--- src/rtl/mux_a_if.sv ---
// mux_a_if: operand-A selector bus; master drives sources/select, slave returns the registered operand and flags.
// MUX_A_SEL_ERR_CNT_EN adds the err_cnt return signal.
interface mux_a_if #(
  parameter int WIDTH     = 11,
  parameter int ERR_CNT_W = 8
);
  logic             en;
  logic [WIDTH-1:0] ULA_in;
  logic [WIDTH-1:0] EXT_in;
  logic [WIDTH-1:0] DATA_MEMORY_in;
  logic [1:0]       sel_A;
  logic [WIDTH-1:0] MA_out;
  logic             MA_valid;
  logic             sel_err;
`ifdef MUX_A_SEL_ERR_CNT_EN
  logic [ERR_CNT_W-1:0] err_cnt;
  modport master (output en, ULA_in, EXT_in, DATA_MEMORY_in, sel_A, input MA_out, MA_valid, sel_err, err_cnt);
  modport slave  (input en, ULA_in, EXT_in, DATA_MEMORY_in, sel_A, output MA_out, MA_valid, sel_err, err_cnt);
`else
  modport master (output en, ULA_in, EXT_in, DATA_MEMORY_in, sel_A, input MA_out, MA_valid, sel_err);
  modport slave  (input en, ULA_in, EXT_in, DATA_MEMORY_in, sel_A, output MA_out, MA_valid, sel_err);
`endif
endinterface

--- src/rtl/mux_a.sv ---
// mux_a: registered 3-to-1 operand-A selector with illegal-select flag.
// MUX_A_SEL_ERR_CNT_EN adds a saturating illegal-select counter on bus.err_cnt.
module mux_a #(
  parameter int WIDTH     = 11,
  parameter int ERR_CNT_W = 8
) (
  input logic   clk,
  input logic   rst,
  mux_a_if.slave bus
);
  logic [WIDTH-1:0] w_next;
  logic             w_illegal;
  logic [WIDTH-1:0] r_ma;
  logic             r_valid;
  logic             r_err;
  // case default also catches X/Z selects in simulation, treating them as illegal
  always_comb begin
    w_next    = '0;
    w_illegal = 1'b0;
    case (bus.sel_A)
      2'b00:   w_next = bus.ULA_in;
      2'b01:   w_next = bus.EXT_in;
      2'b10:   w_next = bus.DATA_MEMORY_in;
      default: w_illegal = 1'b1;
    endcase
  end
  always_ff @(posedge clk or posedge rst) begin
    if (rst) begin
      r_ma    <= '0;
      r_valid <= 1'b0;
      r_err   <= 1'b0;
    end else begin
      if (bus.en) r_ma <= w_next;
      r_valid <= bus.en & ~w_illegal;
      r_err   <= bus.en & w_illegal;
    end
  end
  assign bus.MA_out   = r_ma;
  assign bus.MA_valid = r_valid;
  assign bus.sel_err  = r_err;
`ifdef MUX_A_SEL_ERR_CNT_EN
  logic [ERR_CNT_W-1:0] r_err_cnt;
  always_ff @(posedge clk or posedge rst) begin
    if (rst) r_err_cnt <= '0;
    else if (bus.en && w_illegal && r_err_cnt != '1) r_err_cnt <= r_err_cnt + {{(ERR_CNT_W-1){1'b0}}, 1'b1};
  end
  assign bus.err_cnt = r_err_cnt;
`endif
endmodule

--- src/flat_wrapper.sv ---
// flat-port wrapper written by rule: the top's interface ports become plain ports
module mux_a_flat 
#(
  parameter int WIDTH     = 11,
  parameter int ERR_CNT_W = 8
)
  (clk, rst, bus_en, bus_ULA_in, bus_EXT_in, bus_DATA_MEMORY_in, bus_sel_A, bus_MA_out, bus_MA_valid, bus_sel_err);
  mux_a_if #(.WIDTH(WIDTH), .ERR_CNT_W(ERR_CNT_W)) bus_i ();
  input logic clk;
  input logic rst;
  input wire logic [$bits(bus_i.en)-1:0] bus_en;
  input wire logic [$bits(bus_i.ULA_in)-1:0] bus_ULA_in;
  input wire logic [$bits(bus_i.EXT_in)-1:0] bus_EXT_in;
  input wire logic [$bits(bus_i.DATA_MEMORY_in)-1:0] bus_DATA_MEMORY_in;
  input wire logic [$bits(bus_i.sel_A)-1:0] bus_sel_A;
  output wire logic [$bits(bus_i.MA_out)-1:0] bus_MA_out;
  output wire logic [$bits(bus_i.MA_valid)-1:0] bus_MA_valid;
  output wire logic [$bits(bus_i.sel_err)-1:0] bus_sel_err;
  assign bus_i.en = bus_en;
  assign bus_i.ULA_in = bus_ULA_in;
  assign bus_i.EXT_in = bus_EXT_in;
  assign bus_i.DATA_MEMORY_in = bus_DATA_MEMORY_in;
  assign bus_i.sel_A = bus_sel_A;
  assign bus_MA_out = bus_i.MA_out;
  assign bus_MA_valid = bus_i.MA_valid;
  assign bus_sel_err = bus_i.sel_err;
  mux_a #(.WIDTH(WIDTH), .ERR_CNT_W(ERR_CNT_W)) u_core (.clk(clk), .rst(rst), .bus(bus_i));
endmodule
--- config.mk ---
export PLATFORM = sky130hd
export DESIGN_NAME = mux_a_flat
export DESIGN_NICKNAME = d
export VERILOG_FILES = /design/src/rtl/mux_a_if.sv /design/src/rtl/mux_a.sv /design/src/flat_wrapper.sv
export SDC_FILE = /design/constraint.sdc
export NUM_CORES = 1
export LEC_CHECK = 0
export ABC_AREA = 1
export ABC_CLOCK_PERIOD_IN_PS = 800
export CAP_MARGIN = 20
export CORE_MARGIN = 2
export CORE_UTILIZATION = 36
export CTS_CLUSTER_DIAMETER = 200
export DETAILED_ROUTE_END_ITERATION = 10
export PLACE_DENSITY = 0.79
export SETUP_SLACK_MARGIN = 0.05
export SLEW_MARGIN = 20
export SYNTH_ARGS = -nofsm -noshare
export SYNTH_HDL_FRONTEND = slang
export SYNTH_SLANG_ARGS = --single-unit
export TNS_END_PERCENT = 30
--- constraint.sdc ---
create_clock -name clk -period 0.8 [get_ports clk]
set_clock_uncertainty 0.15 [all_clocks]
set_input_delay 0.12 -clock clk [delete_from_list [all_inputs] [get_ports clk]]
set_output_delay 0.12 -clock clk [all_outputs]
set_load 0.02 [all_outputs]
==> results of run 1 <==
cell usage after synthesis (all sizes together):
cell	count	share of area, %
buf	6	7.9
nand2	44	21
nand3	33	27
nor2	1	0.78
clkbuf	1	0.47
a21oi	1	0.62
inv	4	1.9
nor3	1	0.62
dfrtp	13	40
logic make-up (layout without fill, tap and decap cells):
kind of cell	count (synthesis)	count (layout)	share of synthesized area [%]
AOI/OAI and AO/OA	1	1	0.6215
buffers and inverters	11	70	10.26
DFF	13	13	40.44
and+or+nand+nor	79	79	48.68
layout by cell type (no fill, tap or decap), drive strengths merged:
cell type / instances
buf: 27
nand2: 44
clkbuf: 4
a21oi: 1
dfrtp: 13
nand3: 33
inv: 4
nor3: 1
dlymetal6s2s: 5
dlygate4sd2: 8
nor2: 1
clkdlybuf4s50: 22
sequential cells by signal, indices dropped and copies added (netlist names):
name and count:
u_core.bus.MA_out 11, u_core.bus.sel_err 1, u_core.bus.MA_valid 1
metal layers:
metal  vias up  part of all wire [%]  track usage (%)
met1       435                    43            31.37
met4         0                   1.4            7.895
met2        52                    45            34.20
met5         -                     0                0
met3         4                    11            5.556
li1        457                     -                -
through the flow:
step	setup TNS, ns	util, %	worst slack (ns)	power [mW]
finish	-4.005	67.88	-0.3140	1.921
global placement	-13.25	62.63	-0.6717	1.438
CTS	-4.143	66.15	-0.3130	1.920
global route	-4.492	67.88	-0.3447	2.019
detailed placement	-13.95	62.63	-0.7291	1.447
floorplan	-0.09931	-	-0.01045	1.064
repair_timing:
item,CTS,global route
cloned,0,0
pin swaps,10,9
buffers inserted,4,0
resized for setup,98,16
setup endpoints to repair,26,24
endpoints found under the hold margin,13,13
power by group:
group | total, mW | switching (mW) | internal, mW | leakage (nW)
Sequential | 0.784 | 0.0505 | 0.733 | 0.152
Combinational | 0.712 | 0.325 | 0.388 | 0.577
Clock | 0.425 | 0.232 | 0.193 | 0.0150
Total | 1.92 | 0.607 | 1.31 | 0.744
final cells by class:
cell class / instances / area [um^2] / share of cell area, %
inverters: 4 / 25.02 / 1.699
well taps: 28 / 35.03 / 2.379
clock buffers: 4 / 26.28 / 1.784
flip-flops and latches: 13 / 339.1 / 23.02
multi-input cells: 80 / 424.2 / 28.80
repair buffers: 62 / 623.1 / 42.31
worst paths after layout:
check | from | end | slack [ns] | cells after the start
setup reg to reg | u_core.bus.MA_out[2] | u_core.bus.MA_out[2] | -0.11 | 3
hold reg to reg | u_core.bus.MA_out[7] | u_core.bus.MA_out[7] | 0.34 | 2
setup / recovery | u_core.bus.MA_out[5] | bus_MA_out[5] | -0.31 | 1
hold / removal | rst | u_core.bus.MA_out[1] | -0.02 | 3
max in group asynchronous | rst | u_core.bus.MA_out[4] | 0.39 | 3
min in group clk | bus_sel_A[1] | u_core.bus.MA_valid | 0.06 | 3
==> impl_summary.log, run 1 <==
[metrics] actual slew at the worst max-slew pin: 0.1758 ns
[metrics] GPL Wtd Cong: 0.7535
[metrics] number of setup violations in the final report: 15
[metrics] total of fill cells in the finished design: 180
[metrics] area growth from synthesis to final layout: 83.05%
[metrics] Area after DPL: 1359 um^2
[metrics] Total Die Area: 2629 um^2
[metrics] initial core utilization: 37.08%
[metrics] max-cap viol count: 0
[metrics] first-pass iteration count of the detailed router: 5
[metrics] clk sink count: 13
[metrics] Inserted Diodes: 0
[metrics] kind of critical path: reg -> out
[metrics] setup slack after layout: -0.3140 ns
[metrics] final design instance area without fill: 1473 um^2
[metrics] number of I/O port buffers: 50
[metrics] initial antenna violation count: 0
[metrics] Leak Pwr: 0.7437 nW
[metrics] post-route clock period utilization: 139.3%
[metrics] per-cell routed wire length: 14.15 um
[metrics] violation count after the first detailed-routing iteration: 33
[metrics] post-synthesis sequential area ratio: 40.44%
[metrics] worst path buffer plus inverter count: 1
[metrics] maximum operating frequency: 0.8976 GHz
[metrics] critical path's largest stage delay: 0.43 ns
[metrics] wire length of the first global-routing pass: 4395 um
[metrics] fraction of final layout cells sized beyond drive strength 1: 37.42%
[metrics] GRT Residual Overflow: 0
[metrics] standard cell core area: 2170 um^2
[metrics] largest buffer count on any clock path: 2
[metrics] fin. max-slew vios: 0
[metrics] die boundary width: 51.28 um
[metrics] total clock buffers created by CTS: 3
[metrics] Critical-path top delay cell: sky130_fd_sc_hd__dfrtp_2
[metrics] path type of the worst min-delay path: in -> async
[metrics] via count of the first global-routing pass: 920
[metrics] chip height: 51.28 um
[metrics] Post-Synthesis Net Count: 142
[metrics] Post-Syn Area per Cell: 7.736 um^2
[metrics] number of nets in the finished design: 202
[metrics] Power Dens Cells: 1305 nW/um^2
[metrics] clock slew at the register clock pins of the worst setup and hold paths: 0.09 ns
[metrics] drc violations: 0
[metrics] final hold violations: 13
[metrics] clock insertion delay at the later pin of the skew report: 0.28 ns
[metrics] IO Pins: 51
[metrics] via-per-instance ratio: 4.963
[metrics] largest fanout of any net on the critical path: 2
[metrics] RSZ-0062 raised after global routing: yes
[metrics] tightest slew margin relative to the limit: 88.19%
[metrics] critical path capture point type: output port
[metrics] Req. time, crit path: 0.53 ns
[metrics] CTS H-Tree Depth: 1
[metrics] post-route ant nets: 0
[metrics] post-detailed-placement half-perimeter wirelength: 1946 um
[metrics] number of standard-cell rows in the floorplan: 17
[metrics] launching element type of the critical path: register
[metrics] maximum number of pins on one net before global-route repair: 14
[metrics] count of vias placed by the detailed router: 948
[metrics] hold_ws: -0.01725 ns
[metrics] violations in the final reports: negative hold slack, negative setup slack
[metrics] result of the run: finished with violations
[metrics] min cycle time layout: 1.114 ns
[metrics] cell area after technology mapping: 804.5 um^2
[metrics] count of different cell masters after synthesis: 12
[metrics] count of state elements after synthesis: 13
[metrics] overall fraction of global-route tracks in use: 22.59%
[metrics] TritonCTS clock tree: yes
[metrics] sum of routed wire length over all layers: 2702 um
[metrics] worst vdd rail ir drop: 0.7990 mV
[metrics] final cell count without fillers: 191
[metrics] number of standard cells after synthesis: 104
[metrics] instance count after placement with tap cells included: 183
[metrics] arrival time of the worst setup path: 0.84 ns
[metrics] cells traversed along the worst timing path: buf_6
[metrics] number of warnings reported in the yosys synthesis log: 0
[metrics] root buffer cell: sky130_fd_sc_hd__clkbuf_4
[metrics] family of cells with the greatest summed delay on the critical path: flip-flops
(Power assumes the default switching activity.)
==> run 2, diff against run 1 <==
--- a/config.mk
+++ b/config.mk
@@ -12,7 +12,9 @@
 export CORE_UTILIZATION = 36
 export CTS_CLUSTER_DIAMETER = 200
 export DETAILED_ROUTE_END_ITERATION = 10
+export GPL_ROUTABILITY_DRIVEN = 0
 export PLACE_DENSITY = 0.79
+export REMOVE_ABC_BUFFERS = 1
 export SETUP_SLACK_MARGIN = 0.05
 export SLEW_MARGIN = 20
 export SYNTH_ARGS = -nofsm -noshare
==> impl_summary.log, run 2 (same netlist as run 1, synthesis figures left out) <==
[metrics] number of setup violations in the final report: 26
[metrics] post-detailed-placement half-perimeter wirelength: 1861 um
[metrics] kind of critical path: reg -> out
[metrics] post-route clock period utilization: 136.7%
[metrics] maximum operating frequency: 0.9141 GHz
[metrics] reg2reg setup slack: -0.22 ns
[metrics] chip height: 51.28 um
[metrics] result of the run: finished with violations
[metrics] Inserted Diodes: 0
[metrics] overall fraction of global-route tracks in use: 20.72%
[metrics] clock slew at the register clock pins of the worst setup and hold paths: 0.09 ns
[metrics] post-route ant nets: 0
[metrics] root buffer cell: sky130_fd_sc_hd__clkbuf_4
[metrics] wire length of the first global-routing pass: 4064 um
[metrics] Worst Reg-to-Reg Cells: 4
[metrics] per-cell routed wire length: 13.35 um
[metrics] reg-to-reg startpoint: u_core.bus.MA_out[8]
[metrics] final design instance area without fill: 1456 um^2
[metrics] initial core utilization: 37.08%
[metrics] drc violations: 0
[metrics] setup slack after layout: -0.2939 ns
[metrics] total clock buffers created by CTS: 3
[metrics] fin. max-slew vios: 0
[metrics] path type of the worst min-delay path: in -> async
[metrics] count of vias placed by the detailed router: 928
[metrics] family of cells with the greatest summed delay on the critical path: flip-flops
[metrics] commonest cells after routing, fill and taps aside: sky130_fd_sc_hd__nand2_1, sky130_fd_sc_hd__clkdlybuf4s50_1, sky130_fd_sc_hd__nand3_1
[metrics] worst path buffer plus inverter count: 1
[metrics] via count of the first global-routing pass: 930
[metrics] RSZ-0062 raised after global routing: yes
[metrics] Leak Pwr: 0.7132 nW
[metrics] largest buffer count on any clock path: 2
[metrics] CP startpoint: u_core.bus.MA_out[8]
[metrics] min cycle time layout: 1.094 ns
[metrics] number of flip-flops under the largest register name: 11
[metrics] worst vdd rail ir drop: 0.9347 mV
[metrics] Power Dens Cells: 1342 nW/um^2
[metrics] most common cell after layout, fill and taps aside: sky130_fd_sc_hd__nand2_1
[metrics] die boundary width: 51.28 um
[metrics] Total Die Area: 2629 um^2
[metrics] GRT Residual Overflow: 0
[metrics] hold_ws: 0.003477 ns
[metrics] Req. time, crit path: 0.53 ns
[metrics] arrival time of the worst setup path: 0.82 ns
[metrics] CTS H-Tree Depth: 1
[metrics] number of standard-cell rows in the floorplan: 17
[metrics] violation count after the first detailed-routing iteration: 23
[metrics] sequential cell area in the final layout: 325.3 um^2
[metrics] largest fanout of any net on the critical path: 2
[metrics] critical path capture point type: output port
[metrics] Power Total: 1.954 mW
[metrics] multi-input gate area in the final layout: 401.6 um^2
[metrics] clock insertion delay at the later pin of the skew report: 0.28 ns
[metrics] Area after DPL: 1368 um^2
[metrics] number of I/O port buffers: 50
[metrics] initial antenna violation count: 0
[metrics] fraction of final layout cells sized beyond drive strength 1: 27.38%
[metrics] standard cell core area: 2170 um^2
[metrics] IO Pins: 51
[metrics] actual slew at the worst max-slew pin: 0.4136 ns
[metrics] max-cap viol count: 0
[metrics] sum of routed wire length over all layers: 2616 um
[metrics] clk sink count: 13
[metrics] capturing element of the worst setup path: bus_MA_out[8]
[metrics] final hold violations: 0
[metrics] Critical R2R Capture: u_core.bus.MA_out[8]
[metrics] critical path's largest stage delay: 0.41 ns
[metrics] launching element type of the critical path: register
[metrics] number of nets in the finished design: 207
[metrics] cells traversed along the worst timing path: buf_6
[metrics] tightest slew margin relative to the limit: 72.40%
[metrics] setup slack at placement: -0.7491 ns
[metrics] total of fill cells in the finished design: 191
[metrics] violations in the final reports: negative setup slack
[metrics] TritonCTS clock tree: yes
[metrics] first-pass iteration count of the detailed router: 4
[metrics] maximum number of pins on one net before global-route repair: 14
[metrics] Critical-path top delay cell: sky130_fd_sc_hd__dfrtp_1
[metrics] via-per-instance ratio: 4.735
[metrics] depth of the critical timing path with buffers and inverters included: 1
[metrics] area growth from synthesis to final layout: 81.03%
[run 2: worst min path at each step]
stage                                end  slack [ns]  cells after the start
CTS                 u_core.bus.MA_out[1]       -0.01                      3
global placement    u_core.bus.MA_out[1]        0.29                      3
global route        u_core.bus.MA_out[1]        0.01                      3
finish              u_core.bus.MA_out[8]       0.003                      3
detailed placement  u_core.bus.MA_out[1]        0.30                      3
floorplan           u_core.bus.MA_out[0]       -0.15                      1
[run 2: power breakdown]
| part | leakage, nW | total [mW] | internal [mW] | switching [mW] |
|---|---|---|---|---|
| combinational | 0.532 | 0.755 | 0.433 | 0.322 |
| sequential | 0.166 | 0.768 | 0.722 | 0.0456 |
| clock | 0.0150 | 0.432 | 0.194 | 0.238 |
| total | 0.713 | 1.95 | 1.35 | 0.606 |
[run 2: routing by layer]
metal	vias to the layer above	part of all wire [%]	track usage [%]
li1	466	-	-
met1	410	41	26.09
met2	46	49	35.06
met3	6	9.2	4.094
met4	0	1.4	7.456
met5	-	0	0
[run 2: final cells by class]
| class | count | area share (%) |
|---|---|---|
| Tap cell | 28 | 2.405 |
| Inverter | 4 | 1.375 |
| Timing Repair Buffer | 67 | 44.50 |
| Clock buffer | 4 | 1.804 |
| Sequential cell | 13 | 22.34 |
| Multi-Input combinational cell | 80 | 27.58 |
[run 2: per-stage QoR]
step	TNS [ns]	std cells	utilization [%]
after detailed placement	-14.19	186	63.03
after global placement	-13.53	186	63.03
after global routing	-7.124	196	67.13
final	-6.059	196	67.13
after CTS	-6.146	194	64.99
after floorplan	-0.3260	97	-
[run 2: timing repair]
| action | 4_1_cts | 5_1_grt |
|---|---|---|
| pin swaps | 1 | 2 |
| setup endpoints to repair | 26 | 26 |
| buffers inserted | 4 | 2 |
| endpoints found under the hold margin | 13 | 0 |
| gates resized for setup | 71 | 10 |
